<file path="src/rtl/conv_encoder_k3_if.sv">
// conv_encoder_k3_if: bit-in / symbol-out handshake bundle for the K=3 convolutional encoder.
interface conv_encoder_k3_if;
   logic       in_valid;
   logic       in_bit;
   logic       in_last;
   logic       in_ready;
   logic       out_valid;
   logic [1:0] out_pair;
   logic       out_last;
   logic       out_ready;
   modport master (output in_valid, in_bit, in_last, out_ready, input in_ready, out_valid, out_pair, out_last);
   modport slave  (input in_valid, in_bit, in_last, out_ready, output in_ready, out_valid, out_pair, out_last);
endinterface

</file>
<file path="src/rtl/conv_encoder_k3.sv">
// conv_encoder_k3: rate-1/2 K=3 convolutional encoder with optional 2-bit zero tail per frame.
module conv_encoder_k3 #(
   parameter logic [2:0] G0      = 3'b111,
   parameter logic [2:0] G1      = 3'b101,
   parameter bit         TAIL_EN = 1'b1
) (
   input  logic              clk,
   input  logic              rst_n,
   conv_encoder_k3_if.slave  bus,
   output logic              busy
);
   typedef enum logic [1:0] {IDLE, DATA, TAIL1, TAIL2} state_t;
   state_t     st;
   logic [1:0] s;
   logic [1:0] pair;
   logic [2:0] r;
   logic       u;
   logic       slot_free;
   logic       tail;
   logic       accept;
   logic       load;
   logic       end_now;
   always_comb begin
      slot_free    = !bus.out_valid || bus.out_ready;
      tail         = st == TAIL1 || st == TAIL2;
      bus.in_ready = !tail && slot_free;
      accept       = bus.in_valid && bus.in_ready;
      load         = accept || (tail && slot_free);
      u            = !tail && bus.in_bit;
      r            = {u, s};
      pair         = {^(G0 & r), ^(G1 & r)};
      end_now      = accept && bus.in_last && !TAIL_EN;
   end
   assign busy = st != IDLE;
   // Without a tail the last data symbol closes the frame, so the trellis is forced back to 00 here.
   always_ff @(posedge clk) begin
      if (!rst_n) begin
         st            <= IDLE;
         s             <= 2'b00;
         bus.out_valid <= 1'b0;
         bus.out_pair  <= 2'b00;
         bus.out_last  <= 1'b0;
      end else begin
         if (load) begin
            bus.out_valid <= 1'b1;
            bus.out_pair  <= pair;
            bus.out_last  <= end_now || st == TAIL2;
            s             <= end_now ? 2'b00 : {u, s[1]};
         end else if (bus.out_ready) begin
            bus.out_valid <= 1'b0;
         end
         if (accept)
            st <= !bus.in_last ? DATA : TAIL_EN ? TAIL1 : IDLE;
         else if (tail && slot_free)
            st <= st == TAIL1 ? TAIL2 : IDLE;
      end
   end
endmodule

</file>
<file path="src/flat_wrapper.sv">
// flat-port wrapper written by rule: the top's interface ports become plain ports
module conv_encoder_k3_flat 
#(
   parameter logic [2:0] G0      = 3'b111,
   parameter logic [2:0] G1      = 3'b101,
   parameter bit         TAIL_EN = 1'b1
)
  (clk, rst_n, busy, bus_in_valid, bus_in_bit, bus_in_last, bus_out_ready, bus_in_ready, bus_out_valid, bus_out_pair, bus_out_last);
  conv_encoder_k3_if bus_i ();
  input  logic clk;
  input  logic rst_n;
  output logic busy;
  input wire logic [$bits(bus_i.in_valid)-1:0] bus_in_valid;
  input wire logic [$bits(bus_i.in_bit)-1:0] bus_in_bit;
  input wire logic [$bits(bus_i.in_last)-1:0] bus_in_last;
  input wire logic [$bits(bus_i.out_ready)-1:0] bus_out_ready;
  output wire logic [$bits(bus_i.in_ready)-1:0] bus_in_ready;
  output wire logic [$bits(bus_i.out_valid)-1:0] bus_out_valid;
  output wire logic [$bits(bus_i.out_pair)-1:0] bus_out_pair;
  output wire logic [$bits(bus_i.out_last)-1:0] bus_out_last;
  assign bus_i.in_valid = bus_in_valid;
  assign bus_i.in_bit = bus_in_bit;
  assign bus_i.in_last = bus_in_last;
  assign bus_i.out_ready = bus_out_ready;
  assign bus_in_ready = bus_i.in_ready;
  assign bus_out_valid = bus_i.out_valid;
  assign bus_out_pair = bus_i.out_pair;
  assign bus_out_last = bus_i.out_last;
  conv_encoder_k3 #(.G0(G0), .G1(G1), .TAIL_EN(TAIL_EN)) u_core (.clk(clk), .rst_n(rst_n), .bus(bus_i), .busy(busy));
endmodule
</file>
<file path="config.mk">
export PLATFORM = sky130hd
export DESIGN_NAME = conv_encoder_k3_flat
export DESIGN_NICKNAME = d
export VERILOG_FILES = /design/src/rtl/conv_encoder_k3_if.sv /design/src/rtl/conv_encoder_k3.sv /design/src/flat_wrapper.sv
export SDC_FILE = /design/constraint.sdc
export NUM_CORES = 1
export LEC_CHECK = 0
export ABC_AREA = 1
export CAP_MARGIN = 20
export CORE_AREA = 10 10 47 49
export CTS_BUF_LIST = sky130_fd_sc_hd__clkbuf_4
export DETAILED_ROUTE_END_ITERATION = 12
export DIE_AREA = 0 0 57 59
export GPL_TIMING_DRIVEN = 0
export MAX_ROUTING_LAYER = met4
export PLACE_DENSITY = 0.58
export REMOVE_ABC_BUFFERS = 1
export SLEW_MARGIN = 20
export SYNTH_ARGS = -nofsm -noshare
export SYNTH_HDL_FRONTEND = slang
export SYNTH_SLANG_ARGS = --single-unit
</file>
<file path="constraint.sdc">
create_clock -name clk -period 1.15 [get_ports clk]
set_input_delay 0.115 -clock clk [delete_from_list [all_inputs] [get_ports clk]]
set_output_delay 0.115 -clock clk [all_outputs]
set_load 0.01 [all_outputs]
</file>
==> impl_metrics.env, run 1 <==
export IMPL_synth_edff_count=0
export IMPL_fin_hold_ws_ns=0.464
export IMPL_clkSinkCount=8
export IMPL_fmax_mhz=924
export IMPL_async_flop_share_pct=0
export IMPL_fin_cells=91
export IMPL_root_buffer="clkbuf_4"
export IMPL_synth_xor_area_share_pct=0
export IMPL_min_to="u_core.st[1]"
export IMPL_viasPerCell=4.37
export IMPL_avgSynthCellArea_sq_um=6.53
export IMPL_drtPass1Iterations=4
export IMPL_power_leakage_nw=0.281
export IMPL_grt_pass1_wl_mm=1.48
export IMPL_rsz0062_at_grt="false"
export IMPL_r2r_end="u_core.bus.out_pair[1]"
export IMPL_min_delay_start="bus_in_last"
export IMPL_synth_seq_cells=8
export IMPL_num_rows=14
export IMPL_worst_pin_slew_ns=0.220
export IMPL_chipHeight_um=59
export IMPL_path_max_fanout=4
export IMPL_path_class="input pin to primary output"
export IMPL_netlist_area_sq_um=392
export IMPL_hold_buffers=0
export IMPL_fin_worst_skew_ns=0.00833
export IMPL_relSlewSlack_pct=85.3
export IMPL_synthDominantCellAreaShare_pct=40.9
export IMPL_r2r_start="u_core.st[1]"
export IMPL_n_antenna_cell=0
export IMPL_yosysSeqAreaShare_pct=40.9
export IMPL_end_kind="primary output"
export IMPL_max_cap_viol_count=0
export IMPL_critPathLaunchType="input pin"
export IMPL_vias=398
export IMPL_clk_path_buf_depth=2
export IMPL_cpMostUsedCell="inv_1"
export IMPL_power_uw=678
export IMPL_cp_arrival_ns=0.97
export IMPL_overflow=0
export IMPL_finalCritPeriodShare_pct=94.1
export IMPL_synth_top_area_cell="dfxtp_1"
export IMPL_area_delta_synth_final_pct=41.2
export IMPL_setup_slack_ns=0.0681
export IMPL_cts_tree="done"
export IMPL_netlist_instances=60
export IMPL_die_w_um=57
export IMPL_pwr_density_cell_nw_per_um2=1230
export IMPL_reg2regPathDepth=4
export IMPL_max_stage_delay_ns=0.45
export IMPL_synth_compound_area_share_pct=14.1
export IMPL_synth_commonest_cells="nand2_1 (22), inv_1 (10), dfxtp_1 (8)"
export IMPL_wl_per_cell_um=9.75
export IMPL_cp_num_buf_inv=4
export IMPL_dominantRegCellSynth="dfxtp_1"
export IMPL_drtIter0Drc=10
export IMPL_yosysUniqueCellTypes=12
export IMPL_groute_usage_overall_pct=5.98
export IMPL_cts_inserted_buffers=3
export IMPL_grt_pass1_vias=366
export IMPL_drive_gt1_share_pct=20.0
export IMPL_yosys_warnings=0
export IMPL_hold_viol_final=0
export IMPL_cp_top_family="buffers and inverters"
export IMPL_cts_htree_levels=1
export IMPL_place_ws_ns=-0.476
export IMPL_clk_pin_slew_worst_paths_ns=0.06
export IMPL_synth_top_family_by_area="simple AND/OR/NAND/NOR gates"
export IMPL_io_pins=12
export IMPL_dp_hpwl_um=697
export IMPL_slew_viol_final=0
export IMPL_start_util_pct=27.9
export IMPL_drt_wl_total_um=887
export IMPL_design_die_area_sq_um=3360
export IMPL_cp_data_required_time_ns=1.03
export IMPL_synth_adder_area_share_pct=0
export IMPL_clock_latency_ns=0.26
export IMPL_remaining_drc_errors=0
export IMPL_whs_path_depth=3
export IMPL_gp_routability_congestion=0.695
export IMPL_status="finished, final reports clean"
export IMPL_grt_antenna_before_repair=0
export IMPL_path_cells="clkdlybuf4s50_1, inv_1, nand2_4, nand2_1, inv_1, buf_2"
export IMPL_num_nets_final=83
export IMPL_synthSimpleGateAreaFrac_pct=33.5
export IMPL_crit_slowest_cell="clkdlybuf4s50_1"
export IMPL_place_port_buffers=11
export IMPL_setup_viol=0
export IMPL_dp_cells=87
export IMPL_core_sq_um=1400
export IMPL_max_vdd_ir_drop_v=0.000592
export IMPL_postRouteAntennaNets=0
export IMPL_r2r_slack_ns=0.15
export IMPL_synth_mux_area_share_pct=0
export IMPL_synth_top_cells_by_area="dfxtp_1 (41%), nand2_1 (21%), inv_1 (9.6%)"
export IMPL_grt_max_degree=8
export IMPL_synth_most_common_cell="nand2_1"
export IMPL_hp_class="input pin to register"
export IMPL_post_route_cell_area_sq_um=553
export IMPL_period_needed_ns=1.08
export IMPL_place_area_sq_um=522
[cells by family (layout without fill, tap and decap cells)]
kind of cell           after synthesis  after routing
AOI/OAI and AO/OA                    8              8
buffers and inverters               12             27
DFF                                  8              8
and+or+nand+nor                     32             32
[state kept, by name, summed over array words and instances (netlist names)]
signal,flops
u_core.bus.out_pair,2
u_core.st,2
u_core.s,2
u_core.bus.out_last,1
u_core.bus.out_valid,1
[layout by cell type (no fill, tap or decap), drive strengths merged]
cell type       n
dfxtp           8
inv            12
dlygate4sd2     4
clkdlybuf4s50   5
buf             2
a21oi           5
clkbuf          4
o21ai           3
nand4           1
nand2          23
nor2            3
nand3           5
[worst max-delay path by stage]
stage,start,end,slack (ns),depth (start not counted)
global route,bus_out_ready,bus_in_ready,0.004,6
CTS,bus_out_ready,bus_in_ready,-0.04,6
global placement,bus_out_ready,bus_in_ready,-0.47,6
detailed placement,bus_out_ready,bus_in_ready,-0.48,6
finish,bus_out_ready,bus_in_ready,0.07,6
floorplan,u_core.bus.out_valid,u_core.bus.out_pair[1],0.16,5
[per-stage QoR]
stage / util, % / TNS (ns)
4_1_cts: 39.6 / -0.0423
3_5_place_dp: 37.2 / -1.41
3_3_place_gp: 37.2 / -1.25
6_report: 39.5 / 0
5_1_grt: 39.5 / 0
2_1_floorplan: - / 0
[layer usage]
layer / vias up / global-route usage (%) / wire length, um
li1: 213 / - / -
met1: 168 / 5.64 / 385
met2: 12 / 8.53 / 396
met3: 5 / 4.29 / 86
met4: 0 / 4.03 / 17
met5: - / - / 0
[final cells by class]
| type | count | area [sq um] |
|---|---|---|
| tap | 16 | 20.0 |
| sequential | 8 | 166 |
| fill | 162 | 848 |
| clock buffer | 3 | 22.5 |
| multi-input combinational | 40 | 194 |
| timing repair buffer | 12 | 103 |
| inverter | 12 | 47.5 |
[tightest hold or removal path, delay by kind of cell]
family,cells,cell delay (ns)
buf+inv,1,0.42
simple gates,1,0.09
compound gates,1,0.05
[report_power, final]
group / leakage, nW / internal [mW] / switching, mW
Combinational: 0.200 / 0.0672 / 0.0805
Clock: 0.0138 / 0.119 / 0.0936
Sequential: 0.0670 / 0.299 / 0.0180
Total: 0.281 / 0.486 / 0.192
[what timing repair did]
item                                    CTS  global route
resized for setup                        14             4
endpoints found under the setup margin    6             2
pin swaps                                 0             1
setup buffers                             0             1
Note: power is estimated with default switching activity, not from simulation.
==> run 2, diff against run 1 <==
SKIP_LAST_GASP = 1   (was not set)
==> impl_metrics.env, run 2 (synthesis results as in run 1) <==
export IMPL_whs_path_depth=3
export IMPL_viasPerCell=4.48
export IMPL_layout_common_cells="nand2_1 (21), inv_1 (10), nand3_1 (5), clkdlybuf4s50_1 (5), dfxtp_1 (5)"
export IMPL_r2r_end="u_core.bus.out_pair[1]"
export IMPL_fin_tns_setup_ns=0
export IMPL_rsz0062_at_grt="true"
export IMPL_dp_hpwl_um=697
export IMPL_drive_gt1_share_pct=18.9
export IMPL_fin_cells=90
export IMPL_post_cts_buffers=0
export IMPL_grt_pass1_vias=366
export IMPL_cts_tree="done"
export IMPL_grt_antenna_before_repair=0
export IMPL_max_vdd_ir_drop_v=0.000592
export IMPL_grt_pass1_wl_mm=1.48
export IMPL_fmax_mhz=907
export IMPL_reg2regPathDepth=4
export IMPL_num_fill_cells=162
export IMPL_cts_inserted_buffers=3
export IMPL_final_util_pct=38.9
export IMPL_status="finished, final reports clean"
export IMPL_wl_per_cell_um=9.99
export IMPL_cp_arrival_ns=0.99
export IMPL_postRouteAntennaNets=0
export IMPL_relSlewSlack_pct=85.3
export IMPL_n_antenna_cell=0
export IMPL_fin_worst_skew_ns=0.00845
export IMPL_slew_viol_final=0
export IMPL_design_die_area_sq_um=3360
export IMPL_chipHeight_um=59
export IMPL_num_rows=14
export IMPL_r2r_slack_ns=0.15
export IMPL_core_sq_um=1400
export IMPL_min_to="u_core.st[1]"
export IMPL_clk_pin_slew_worst_paths_ns=0.06
export IMPL_hold_buffers=0
export IMPL_min_delay_start="bus_in_last"
export IMPL_vias=403
export IMPL_die_w_um=57
export IMPL_place_port_buffers=11
export IMPL_drt_wl_total_um=899
export IMPL_cts_htree_levels=1
export IMPL_clk_path_buf_depth=2
export IMPL_root_buffer="clkbuf_4"
export IMPL_hp_class="input pin to register"
export IMPL_worst_pin_slew_ns=0.219
export IMPL_gp_routability_congestion=0.695
export IMPL_end_kind="primary output"
export IMPL_cp_data_required_time_ns=1.03
export IMPL_final_common_cell="nand2_1"
export IMPL_place_area_sq_um=522
export IMPL_r2r_start="u_core.st[1]"
export IMPL_grt_max_degree=8
export IMPL_cts_resized=11
export IMPL_drtIter0Drc=8
export IMPL_dp_cells=87
export IMPL_drtPass1Iterations=5
export IMPL_fin_hold_ws_ns=0.465
export IMPL_finalCritPeriodShare_pct=95.9
export IMPL_post_route_cell_area_sq_um=546
export IMPL_hold_viol_final=0
export IMPL_power_leakage_nw=0.277
export IMPL_period_needed_ns=1.10
export IMPL_clock_latency_ns=0.26
export IMPL_max_cap_viol_count=0
export IMPL_reg_top3="u_core.bus.out_pair x2, u_core.s x2, u_core.st x2"
export IMPL_start_util_pct=27.9
export IMPL_io_pins=12
export IMPL_path_class="input pin to primary output"
export IMPL_remaining_drc_errors=0
export IMPL_setup_viol=0
export IMPL_clkSinkCount=8
export IMPL_path_max_fanout=6
export IMPL_groute_usage_overall_pct=5.98
export IMPL_overflow=0
export IMPL_critPathLaunchType="input pin"
export IMPL_pwr_density_cell_nw_per_um2=1240
export IMPL_area_delta_synth_final_pct=39.3
export IMPL_num_nets_final=82
==> run 2: layout make-up <==
cell class,instances,area [sq um],share of cell area (%)
timing repair buffer,11,95.1,17.4
sequential,8,166,30.5
tap,16,20.0,3.67
multi-input combinational,40,194,35.6
inverter,12,47.5,8.72
clock buffer,3,22.5,4.13
==> run 2: worst max-delay path by stage <==
stage | from | end | slack [ns] | depth (start not counted)
finish | bus_out_ready | bus_in_ready | 0.05 | 6
global placement | bus_out_ready | bus_in_ready | -0.47 | 6
CTS | u_core.bus.out_valid | bus_in_ready | -0.09 | 4
floorplan | u_core.bus.out_valid | u_core.bus.out_pair[1] | 0.16 | 5
detailed placement | bus_out_ready | bus_in_ready | -0.48 | 6
global route | bus_out_ready | bus_in_ready | -0.007 | 6
==> run 2: critical path, stage by stage <==
cell and delay (ns):
clkdlybuf4s50_1 0.45, inv_1 0.06, nand2_4 0.09, nand2_1 0.07, inv_1 0.07, clkbuf_2 0.13
==> run 2: per-layer routing <==
metal	share of wire (%)	vias up	wire length (um)	GRT usage, %
met2	45	12	408	8.53
met5	0	-	0	-
met4	1.9	0	17	4.03
li1	-	211	-	-
met1	44	175	394	5.64
met3	8.7	5	78	4.29
==> run 2: where the power goes <==
group	internal (mW)	switching (mW)	leakage (nW)
clock	0.119	0.0938	0.0138
combinational	0.0650	0.0807	0.196
sequential	0.299	0.0181	0.0670
total	0.483	0.193	0.277
==> run 2: through the flow <==
step / power [mW] / setup slack, ns
after floorplan: 0.405 / 0.157
after global placement: 0.479 / -0.466
after detailed placement: 0.481 / -0.476
after CTS: 0.694 / -0.0904
after global routing: 0.727 / -0.00673
final: 0.676 / 0.0472
